===== src/rtl/serial_subtractor_if.sv =====
// Operand and result handshake bundle for serial_subtractor.
// The master drives the operands and out_ready; the slave returns the result.
interface serial_subtractor_if #(
  parameter int WIDTH = 4
);
  logic             in_valid;
  logic             in_ready;
  logic [WIDTH-1:0] a;
  logic [WIDTH-1:0] b;
  logic             bi;
  logic             out_valid;
  logic             out_ready;
  logic [WIDTH-1:0] diff;
  logic             bo;

  modport master (
    output in_valid, a, b, bi, out_ready,
    input  in_ready, out_valid, diff, bo
  );

  modport slave (
    input  in_valid, a, b, bi, out_ready,
    output in_ready, out_valid, diff, bo
  );
endinterface


===== src/rtl/serial_subtractor.sv =====
// Bit-serial unsigned subtractor: a - b - bi, LSB first, one full-subtractor
// cell and a borrow flop, with valid/ready handshakes on operands and result.
module serial_subtractor #(
  parameter int WIDTH = 4
) (
  input  logic                clk,
  input  logic                rst,
  serial_subtractor_if.slave  bus
);
  localparam int CW = $clog2(WIDTH + 1);

  typedef enum logic [1:0] {
    IDLE = 2'd0,
    RUN  = 2'd1,
    DONE = 2'd2
  } state_t;

  state_t           state;
  logic [WIDTH-1:0] sa;
  logic [WIDTH-1:0] sb;
  logic [WIDTH-1:0] diff;
  logic             br;
  logic [CW-1:0]    cnt;
  logic             d;

  assign d = sa[0] ^ sb[0] ^ br;

  assign bus.in_ready  = (state == IDLE);
  assign bus.out_valid = (state == DONE);
  assign bus.diff      = diff;
  assign bus.bo        = br;

  always_ff @(posedge clk or posedge rst) begin
    if (rst) begin
      state <= IDLE;
      sa    <= '0;
      sb    <= '0;
      diff  <= '0;
      br    <= 1'b0;
      cnt   <= '0;
    end else begin
      case (state)
        IDLE: begin
          if (bus.in_valid) begin
            sa    <= bus.a;
            sb    <= bus.b;
            br    <= bus.bi;
            cnt   <= '0;
            state <= RUN;
          end
        end
        RUN: begin
          br   <= (~sa[0] & sb[0]) | (~(sa[0] ^ sb[0]) & br);
          sa   <= sa >> 1;
          sb   <= sb >> 1;
          // Insert the new bit at the MSB; written as shift/or so WIDTH = 1 is legal.
          diff <= (diff >> 1) | (WIDTH'(d) << (WIDTH - 1));
          cnt  <= cnt + CW'(1);
          if (cnt == CW'(WIDTH - 1)) state <= DONE;
        end
        DONE: begin
          if (bus.out_ready) state <= IDLE;
        end
        default: state <= IDLE;
      endcase
    end
  end
endmodule

===== src/flat_wrapper.sv =====
// flat-port wrapper written by rule: the top's interface ports become plain ports
module serial_subtractor_flat 
#(
  parameter int WIDTH = 4
)
  (clk, rst, bus_in_valid, bus_a, bus_b, bus_bi, bus_out_ready, bus_in_ready, bus_out_valid, bus_diff, bus_bo);
  serial_subtractor_if #(.WIDTH(WIDTH)) bus_i ();
  input  logic clk;
  input  logic rst;
  input wire logic [$bits(bus_i.in_valid)-1:0] bus_in_valid;
  input wire logic [$bits(bus_i.a)-1:0] bus_a;
  input wire logic [$bits(bus_i.b)-1:0] bus_b;
  input wire logic [$bits(bus_i.bi)-1:0] bus_bi;
  input wire logic [$bits(bus_i.out_ready)-1:0] bus_out_ready;
  output wire logic [$bits(bus_i.in_ready)-1:0] bus_in_ready;
  output wire logic [$bits(bus_i.out_valid)-1:0] bus_out_valid;
  output wire logic [$bits(bus_i.diff)-1:0] bus_diff;
  output wire logic [$bits(bus_i.bo)-1:0] bus_bo;
  assign bus_i.in_valid = bus_in_valid;
  assign bus_i.a = bus_a;
  assign bus_i.b = bus_b;
  assign bus_i.bi = bus_bi;
  assign bus_i.out_ready = bus_out_ready;
  assign bus_in_ready = bus_i.in_ready;
  assign bus_out_valid = bus_i.out_valid;
  assign bus_diff = bus_i.diff;
  assign bus_bo = bus_i.bo;
  serial_subtractor #(.WIDTH(WIDTH)) u_core (.clk(clk), .rst(rst), .bus(bus_i));
endmodule

===== config.mk =====
export PLATFORM = sky130hd
export DESIGN_NAME = serial_subtractor_flat
export DESIGN_NICKNAME = d
export VERILOG_FILES = /design/src/rtl/serial_subtractor_if.sv /design/src/rtl/serial_subtractor.sv /design/src/flat_wrapper.sv
export SDC_FILE = /design/constraint.sdc
export NUM_CORES = 1
export LEC_CHECK = 0
export ABC_CLOCK_PERIOD_IN_PS = 2700
export BUFFER_PORTS_ARGS = -buffer_cell sky130_fd_sc_hd__buf_2
export CORE_MARGIN = 10
export CORE_UTILIZATION = 54
export CTS_BUF_LIST = sky130_fd_sc_hd__clkbuf_16
export DETAILED_ROUTE_END_ITERATION = 10
export PLACE_DENSITY = 0.9
export SLEW_MARGIN = 5
export SYNTH_ARGS = -nofsm -noshare
export SYNTH_HDL_FRONTEND = slang
export SYNTH_SLANG_ARGS = --single-unit
export TNS_END_PERCENT = 30

===== constraint.sdc =====
create_clock -name clk -period 2.7 [get_ports clk]
set_input_delay 0.135 -clock clk [delete_from_list [all_inputs] [get_ports clk]]
set_output_delay 0.135 -clock clk [all_outputs]
set_load 0.02 [all_outputs]

==> results of run 1 <==
## stage by stage
stage	power [W]	cells	area, sq um	utilization, %
6_report	0.00133	121	1000	67.5
3_3_place_gp	0.00100	118	930	62.4
2_1_floorplan	0.000902	87	840	-
3_5_place_dp	0.00105	118	930	62.4
5_1_grt	0.00144	121	1000	67.5
4_1_cts	0.00134	121	1000	67.5
## power breakdown
group | leakage, nW | switching (W) | internal, W | total [W]
clock network | 0.0370 | 0.0000908 | 0.000194 | 0.000285
registers | 0.221 | 0.000116 | 0.000400 | 0.000515
logic | 0.243 | 0.000327 | 0.000204 | 0.000532
## per-layer routing
layer | track usage (%) | part of all wire, % | routed length (microns)
met5 | 0 | 0 | 0
met3 | 3.43 | 4.8 | 91
met4 | 5.57 | 1.6 | 31
met2 | 19.6 | 50 | 948
met1 | 13.7 | 43 | 820
## state kept, by name, indices dropped and copies added (netlist names)
signal           cells
u_core.cnt           3
u_core.sb            4
u_core.sa            4
u_core.bus.diff      4
u_core.bus.bo        1
u_core.state         2
## final cells by class
cell class	count	area, sq um	share of cell area (%)
clock buffers	3	75.1	7.47
inverters	6	22.5	2.24
well taps	16	20.0	1.99
multi-input cells	59	342	34.0
flip-flops and latches	18	450	44.8
repair buffers	19	95.1	9.46
## how the worst max path moves through the flow
stage,from,endpoint,slack [ns],cells after the start
after CTS,u_core.state[1],bus_out_valid,1.29,3
after floorplan,u_core.bus.bo,u_core.bus.bo,1.49,3
after global placement,u_core.state[1],u_core.sa[0],1.46,3
after detailed placement,u_core.state[1],u_core.sb[2],1.39,3
after global routing,u_core.state[1],bus_out_valid,1.19,3
final,u_core.state[1],bus_out_valid,1.26,3
## Yosys cell counts (all sizes together)
cell    count  area, sq um
fa          1         20.0
nor2        4         17.5
a221oi      1         15.0
inv         6         22.5
o31ai       1         7.51
a21oi       6         30.0
dfrtp      18          450
a22o        1         8.76
nand2      17         63.8
o22ai      12         75.1
buf         4         25.0
o21ai       9         45.0
ha          2         25.0
nand2b      2         12.5
nor2b       1         6.26
and2b       1         7.51
a211oi      1         7.51
## worst max-delay path: stages, from the launching register on
cell	delay (ns)
dfrtp_1	0.54
inv_1	0.23
nor2_1	0.12
buf_2	0.17
## kinds of logic after synthesis
kind of cell | count (synthesis) | share of synthesized area, %
flops | 18 | 53.7
fa+ha+maj | 3 | 5.36
simple gates | 25 | 12.8
compound gates | 31 | 22.5
buf+inv | 10 | 5.66
==> results.tsv, run 1 <==
metric	value	unit
max_cap_violations	0	
p_leak	0.501	nW
critical_path.endpoint_type	primary output	
slew_viol_final	0	
holdWs	-0.0115	ns
worst_ir_drop_vdd	0.832	mV
drive_above_1_share	22.9	%
grt_first_pass_wirelength	3.32	mm
cts_buffers	3	
grt_pass1_vias	746	
routed_wl	1.89	mm
synth_cells	87	
status	complete, but fails checks	
hp-class	in -> async	
antenna_found_initial	0	
cts_setup_buffers	0	
yosysWarnings	0	
rr_worst_depth	3	
groute.usage.overall	11.9	%
syn2layout_area_growth	19.7	%
crit_type	reg -> out	
ys_seq_area_share	53.7	%
dieArea	0.00353	sq mm
die_w	59.4	microns
path_clk_slew	0.05	ns
r2r-start	u_core.state[1]	
root_buffer	clkbuf_16	
rows	14	
min_period_over_period	53.5	%
dp_slack	1.39	ns
drc	0	
max_slew_margin	54.4	%
cts_hold_buf	0	
r2r_slack	1.36	ns
port_buffers	19	
synthesis.area	840	sq um
avgSynthCellArea	9.65	sq um
finalHoldViolCount	18	
grt_max_degree	19	
power.density	1330	mW/mm^2
h-tree-depth	1	
ant_nets	0	
ys_ff_latch	18	
crit_path_start_kind	flop	
n_antenna_cell	0	
fin_worst_skew	0.00235	ns
cts.sinks	18	
rr_endpoint	u_core.sb[0]	
clk_latency	0.24	ns
fin_crit	1.44	ns
setup_tns	0	ns
fillCellCount	114	
final_cell_mix	buf_2, dfrtp_1, nand2_1	
rsz0062_at_grt	false	
finalWorstSetupSlack	1.26	ns
crit_arrival	1.31	ns
ys_types	19	
globalplace.congestion	0.786	
layout.nets	123	
synth_nets	103	
hpwl	1.47	mm
cts_resized	0	
fmax	693	MHz
io_pins	20	
final_common_cell	buf_2	
via_count	705	
violations	hold timing	
worst_ep_required_time	2.57	ns
firstDrtPassIters	4	
tightest_slew	0.683	ns
overflow	0	
wire_per_inst	15.6	microns
finalSetupViolCount	0	
die_h	59.4	microns
core_area	0.00149	sq mm
cts_tree	done	
crit_path_max_fanout	13	
viasPerCell	5.83	
initial_core_util	56.4	%
cts_buffer_depth	2	
first_iter_violations	15	
No activity file was read; power rests on OpenSTA's default activity.
==> run 2: changes to the inputs <==
--- a/config.mk
+++ b/config.mk
@@ -5,13 +5,13 @@
 export SDC_FILE = /design/constraint.sdc
 export NUM_CORES = 1
 export LEC_CHECK = 0
-export ABC_CLOCK_PERIOD_IN_PS = 2700
+export ABC_CLOCK_PERIOD_IN_PS = 1500
 export BUFFER_PORTS_ARGS = -buffer_cell sky130_fd_sc_hd__buf_2
 export CORE_MARGIN = 10
-export CORE_UTILIZATION = 54
+export CORE_UTILIZATION = 50
 export CTS_BUF_LIST = sky130_fd_sc_hd__clkbuf_16
 export DETAILED_ROUTE_END_ITERATION = 10
-export PLACE_DENSITY = 0.9
+export PLACE_DENSITY = 0.85
 export SLEW_MARGIN = 5
 export SYNTH_ARGS = -nofsm -noshare
 export SYNTH_HDL_FRONTEND = slang
==> constraint.sdc (replaced) <==
create_clock -name clk -period 1.5 [get_ports clk]
set_input_delay 0.075 -clock clk [delete_from_list [all_inputs] [get_ports clk]]
set_output_delay 0.075 -clock clk [all_outputs]
set_load 0.02 [all_outputs]
==> run 2 against run 1 <==
  * The run now ends clean
  * Flip-flop and latch count unchanged
  * Clock skew decreased by 0.0013 ns
  * Die area grew 5.3%
==> results.tsv, run 2 (synthesis results as in run 1) <==
metric	value	unit
worst_ep_required_time	1.42	ns
fin_worst_skew	0.00102	ns
die_w	61.0	microns
fin_crit	1.35	ns
antenna_found_initial	0	
rr_endpoint	u_core.sa[2]	
fmax	743	MHz
multi_input_area	344	sq um
drive_above_1_share	23.1	%
wire_per_inst	14.7	microns
crit_path_max_fanout	13	
finalWorstSetupSlack	0.154	ns
grt_first_pass_wirelength	3.31	mm
max_cap_violations	0	
die_h	61.0	microns
cts_setup_buffers	0	
power.density	2330	mW/mm^2
h-tree-depth	1	
ant_nets	0	
globalplace.congestion	0.792	
crit_arrival	1.27	ns
routed_wl	1.82	mm
firstDrtPassIters	4	
n_antenna_cell	0	
overflow	0	
cts.sinks	18	
viasPerCell	5.78	
fillCellCount	125	
dp_slack	0.195	ns
finalHoldViolCount	0	
rsz0062_at_grt	false	
hold_path_end	u_core.sa[3]	
cts_buffers	3	
cts_buffer_depth	2	
min_period_over_period	89.7	%
status	completed	
final_common_cell	buf_2	
rows	14	
syn2layout_area_growth	22.8	%
root_buffer	clkbuf_16	
p_leak	0.510	nW
seq_area	450	sq um
setup_tns	0	ns
min_from	bus_a[3]	
initial_core_util	54.5	%
groute.usage.overall	11.4	%
first_iter_violations	16	
max_slew_margin	56.1	%
core_area	0.00154	sq mm
dieArea	0.00372	sq mm
worst_ir_drop_vdd	1.27	mV
cts_tree	done	
io_pins	20	
final_cell_mix	buf_2, dfrtp_1, nand2_1	
crit_path_start_kind	flop	
critical_path.endpoint_type	primary output	
holdWs	0.0718	ns
layout.nets	125	
rr_worst_depth	3	
hp-class	in -> reg	
slew_viol_final	0	
tightest_slew	0.657	ns
grt_pass1_vias	737	
grt_max_degree	19	
whs_path_depth	3	
path_clk_slew	0.05	ns
port_buffers	19	
power	0.00240	W
clk_latency	0.24	ns
crit_type	reg -> out	
r2r-start	u_core.state[1]	
via_count	717	
finalSetupViolCount	0	
drc	0	
reg_top3	u_core.bus.diff: 4 flops, u_core.sa: 4 flops, u_core.sb: 4 flops	
r2r_slack	0.30	ns
==> run 2: cell count changes in the layout (fill, tap and decap cells not counted), sizes merged <==
cell         change
clkinv           +1
dlygate4sd3      +2
==> run 2: metal layers <==
layer  up-vias  global-route usage, %  wire [microns]
met5         -                      0               0
met4         0                   4.70              26
met3         4                   2.71             104
met2        23                   19.1             899
met1       342                   13.7             786
li1        348                      -               -
==> run 2: critical path: stages, from the launching register on <==
cell	delay (ns)
dfrtp_1	0.52
inv_1	0.22
nor2_1	0.12
buf_2	0.17
==> run 2: per-stage QoR <==
stage / util (%) / area (sq um) / cells
6_report: 66.9 / 1030 / 124
5_1_grt: 66.9 / 1030 / 124
4_1_cts: 66.7 / 1030 / 124
3_5_place_dp: 60.3 / 930 / 118
3_3_place_gp: 60.3 / 930 / 118
2_1_floorplan: - / 840 / 87
==> run 2: worst max-delay path by stage <==
stage | cells after the start | end | slack [ns] | start
after CTS | 3 | u_core.sa[2] | 0.15 | u_core.state[1]
after floorplan | 3 | u_core.bus.bo | 0.29 | u_core.bus.bo
after global routing | 3 | bus_out_valid | 0.03 | u_core.state[1]
after global placement | 3 | u_core.sa[1] | 0.26 | u_core.state[1]
final | 3 | bus_out_valid | 0.15 | u_core.state[1]
after detailed placement | 3 | u_core.sa[2] | 0.19 | u_core.state[1]
==> run 2: what timing repair did <==
item                       CTS  global route
setup endpoints to repair    0             1
gates resized for setup      0             1
hold buffers                 2             0
hold endpoints to repair    19             0
==> run 2: power breakdown <==
part | leakage [nW] | total (W) | switching, W | internal (W)
combinational | 0.251 | 0.000960 | 0.000587 | 0.000373
clock | 0.0385 | 0.000518 | 0.000165 | 0.000354
sequential | 0.221 | 0.000922 | 0.000203 | 0.000720
==> run 2: final cells by class <==
cell class	instances	area share, %
Clock buffer	3	7.28
Inverter	6	2.18
Tap cell	16	1.94
Multi-Input combinational cell	59	33.4
Clock inverter	1	0.364
Timing Repair Buffer	21	11.2
Sequential cell	18	43.7
==> run 3: changes to the inputs <==
--- a/config.mk
+++ b/config.mk
@@ -5,13 +5,15 @@
 export SDC_FILE = /design/constraint.sdc
 export NUM_CORES = 1
 export LEC_CHECK = 0
-export ABC_CLOCK_PERIOD_IN_PS = 1500
+export ABC_CLOCK_PERIOD_IN_PS = 1550
 export BUFFER_PORTS_ARGS = -buffer_cell sky130_fd_sc_hd__buf_2
+export CORE_ASPECT_RATIO = 0.9
 export CORE_MARGIN = 10
-export CORE_UTILIZATION = 50
+export CORE_UTILIZATION = 54
 export CTS_BUF_LIST = sky130_fd_sc_hd__clkbuf_16
 export DETAILED_ROUTE_END_ITERATION = 10
-export PLACE_DENSITY = 0.85
+export HOLD_SLACK_MARGIN = 0.12
+export PLACE_DENSITY = 0.9
 export SLEW_MARGIN = 5
 export SYNTH_ARGS = -nofsm -noshare
 export SYNTH_HDL_FRONTEND = slang
==> constraint.sdc (replaced) <==
create_clock -name clk -period 1.55 [get_ports clk]
set_input_delay 0.0775 -clock clk [delete_from_list [all_inputs] [get_ports clk]]
set_output_delay 0.0775 -clock clk [all_outputs]
set_load 0.02 [all_outputs]
==> run 3 against run 2 <==
  * Largest power group unchanged
  * Via count fell by 2.2%
  * Sequential share of layout area fell by 0.68 points
  * Die area fell by 5.0%
  * Clock skew rose by 0.0021 ns
  * Worst hold slack improved by 0.052 ns
  * Power fell by 2.9%
  * Core utilization rose by 4.7 points
  * Wire length rose by 2.4%
  * Sequential power fell by 3.3%
  * Highest routed layer unchanged
  * Critical path depth did not move
  * Clock power rose by 1%
==> results.tsv, run 3 (synthesis results as in run 1) <==
metric	value	unit
via_count	701	
cts_buffer_depth	2	
final_cell_mix	buf_2, dfrtp_1, nand2_1	
crit_path_start_kind	flop	
power_frac_comb	39.2	%
setup_tns	0	ns
syn2layout_area_growth	24.7	%
viasPerCell	5.61	
first_iter_violations	18	
cts_buffers	3	
layout.nets	127	
r2r_slack	0.25	ns
crit_arrival	1.29	ns
finalWorstSetupSlack	0.180	ns
hp-class	in -> reg	
root_buffer	clkbuf_16	
final_util	71.5	%
multi_input_area	342	sq um
core_area	0.00146	sq mm
n_antenna_cell	0	
finalHoldViolCount	0	
slew_viol_final	0	
fillCellCount	113	
port_buffers	19	
drc	0	
r2r-start	u_core.state[1]	
seq_power_share	38.3	%
finalSetupViolCount	0	
internal-power	0.00140	W
tightest_slew	0.661	ns
seq_area	450	sq um
reg_top3	u_core.bus.diff: 4 flops, u_core.sa: 4 flops, u_core.sb: 4 flops	
worst_ep_required_time	1.47	ns
drive_above_1_share	21.8	%
crit_path_max_fanout	13	
groute.usage.overall	12.1	%
max_slew_margin	55.9	%
max_cap_violations	0	
endpoint	bus_out_valid	
io_pins	20	
worst_ir_drop_vdd	1.48	mV
fin_worst_skew	0.00312	ns
cts_tree	done	
p_clk_share	22.5	%
critical_path.endpoint_type	primary output	
globalplace.congestion	0.855	
fmax	730	MHz
firstDrtPassIters	4	
wire_per_inst	14.9	microns
grt_pass1_vias	700	
rows	13	
overflow	0	
grt_max_degree	19	
power.density	2230	mW/mm^2
initial_core_util	57.4	%
path_clk_slew	0.05	ns
worst_setup_path_startpoint	u_core.state[1]	
routed_wl	1.86	mm
holdWs	0.124	ns
cts_setup_buffers	0	
crit_type	reg -> out	
dp_slack	0.278	ns
p_leak	0.519	nW
antenna_found_initial	0	
rr_worst_depth	3	
power	0.00233	W
clk_latency	0.25	ns
hpwl	1.32	mm
p_switching	0.000931	W
dieArea	0.00353	sq mm
grt_first_pass_wirelength	3.19	mm
h-tree-depth	1	
rr_endpoint	u_core.sb[2]	
fin_crit	1.37	ns
status	completed	
rsz0062_at_grt	false	
p_sw_share	39.9	%
final_common_cell	buf_2	
ant_nets	0	
die_w	61.6	microns
cts.sinks	18	
min_period_over_period	88.4	%
die_h	57.4	microns
run 3: cell types whose count changed in the layout (fill, tap and decap cells not counted):
cell	previous run	this run
nand2b_2	1	0
dlygate4sd3_1	2	4
nand2b_1	1	2
run 3: metal layers:
| metal | vias to the layer above | global-route usage (%) | part of all wire (%) |
|---|---|---|---|
| met5 | - | 0 | 0 |
| met4 | 0 | 5.10 | 1.8 |
| met3 | 4 | 7.30 | 11 |
| met2 | 25 | 17.0 | 45 |
| met1 | 322 | 14.3 | 43 |
| li1 | 350 | - | - |
run 3: power groups by stage:
stage	Combinational, W	Sequential (W)	Clock, W
floorplan	0.000677	0.000895	0
global placement	0.000864	0.000886	0
detailed placement	0.000908	0.000892	0
CTS	0.000920	0.000888	0.000526
global route	0.00107	0.000927	0.000553
finish	0.000915	0.000892	0.000524
run 3: final cells by class:
class | instances | area share [%]
sequential | 18 | 43.0
timing repair buffer | 23 | 12.9
tap | 15 | 1.79
inverter | 6 | 2.15
clock buffer | 3 | 7.17
multi-input combinational | 59 | 32.6
clock inverter | 1 | 0.358
run 3: worst min-delay path by stage:
stage | slack (ns) | end | cells past startpoint | startpoint
after global placement | 0.19 | u_core.sa[0] | 2 | rst
after global routing | 0.14 | u_core.sa[1] | 3 | bus_a[1]
final | 0.12 | u_core.sa[1] | 3 | bus_a[1]
after detailed placement | 0.20 | u_core.sb[0] | 2 | rst
after CTS | 0.13 | u_core.sa[1] | 3 | bus_a[1]
after floorplan | 0.02 | u_core.bus.bo | 1 | rst
run 3: metrics by stage:
step	std cells	cell area, sq um
final	125	1050
after global routing	125	1050
after global placement	117	928
after floorplan	87	840
after CTS	125	1050
after detailed placement	117	928
run 3: critical path, stage by stage (launching register included):
cell	delay, ns
dfrtp_1	0.54
inv_1	0.22
nor2_1	0.11
buf_2	0.17
run 3: repair_timing:
item                       4_1_cts  5_1_grt
hold buffers                     4        0
hold endpoints to repair        21        0
resized for setup                0        0
setup endpoints to repair        0        0
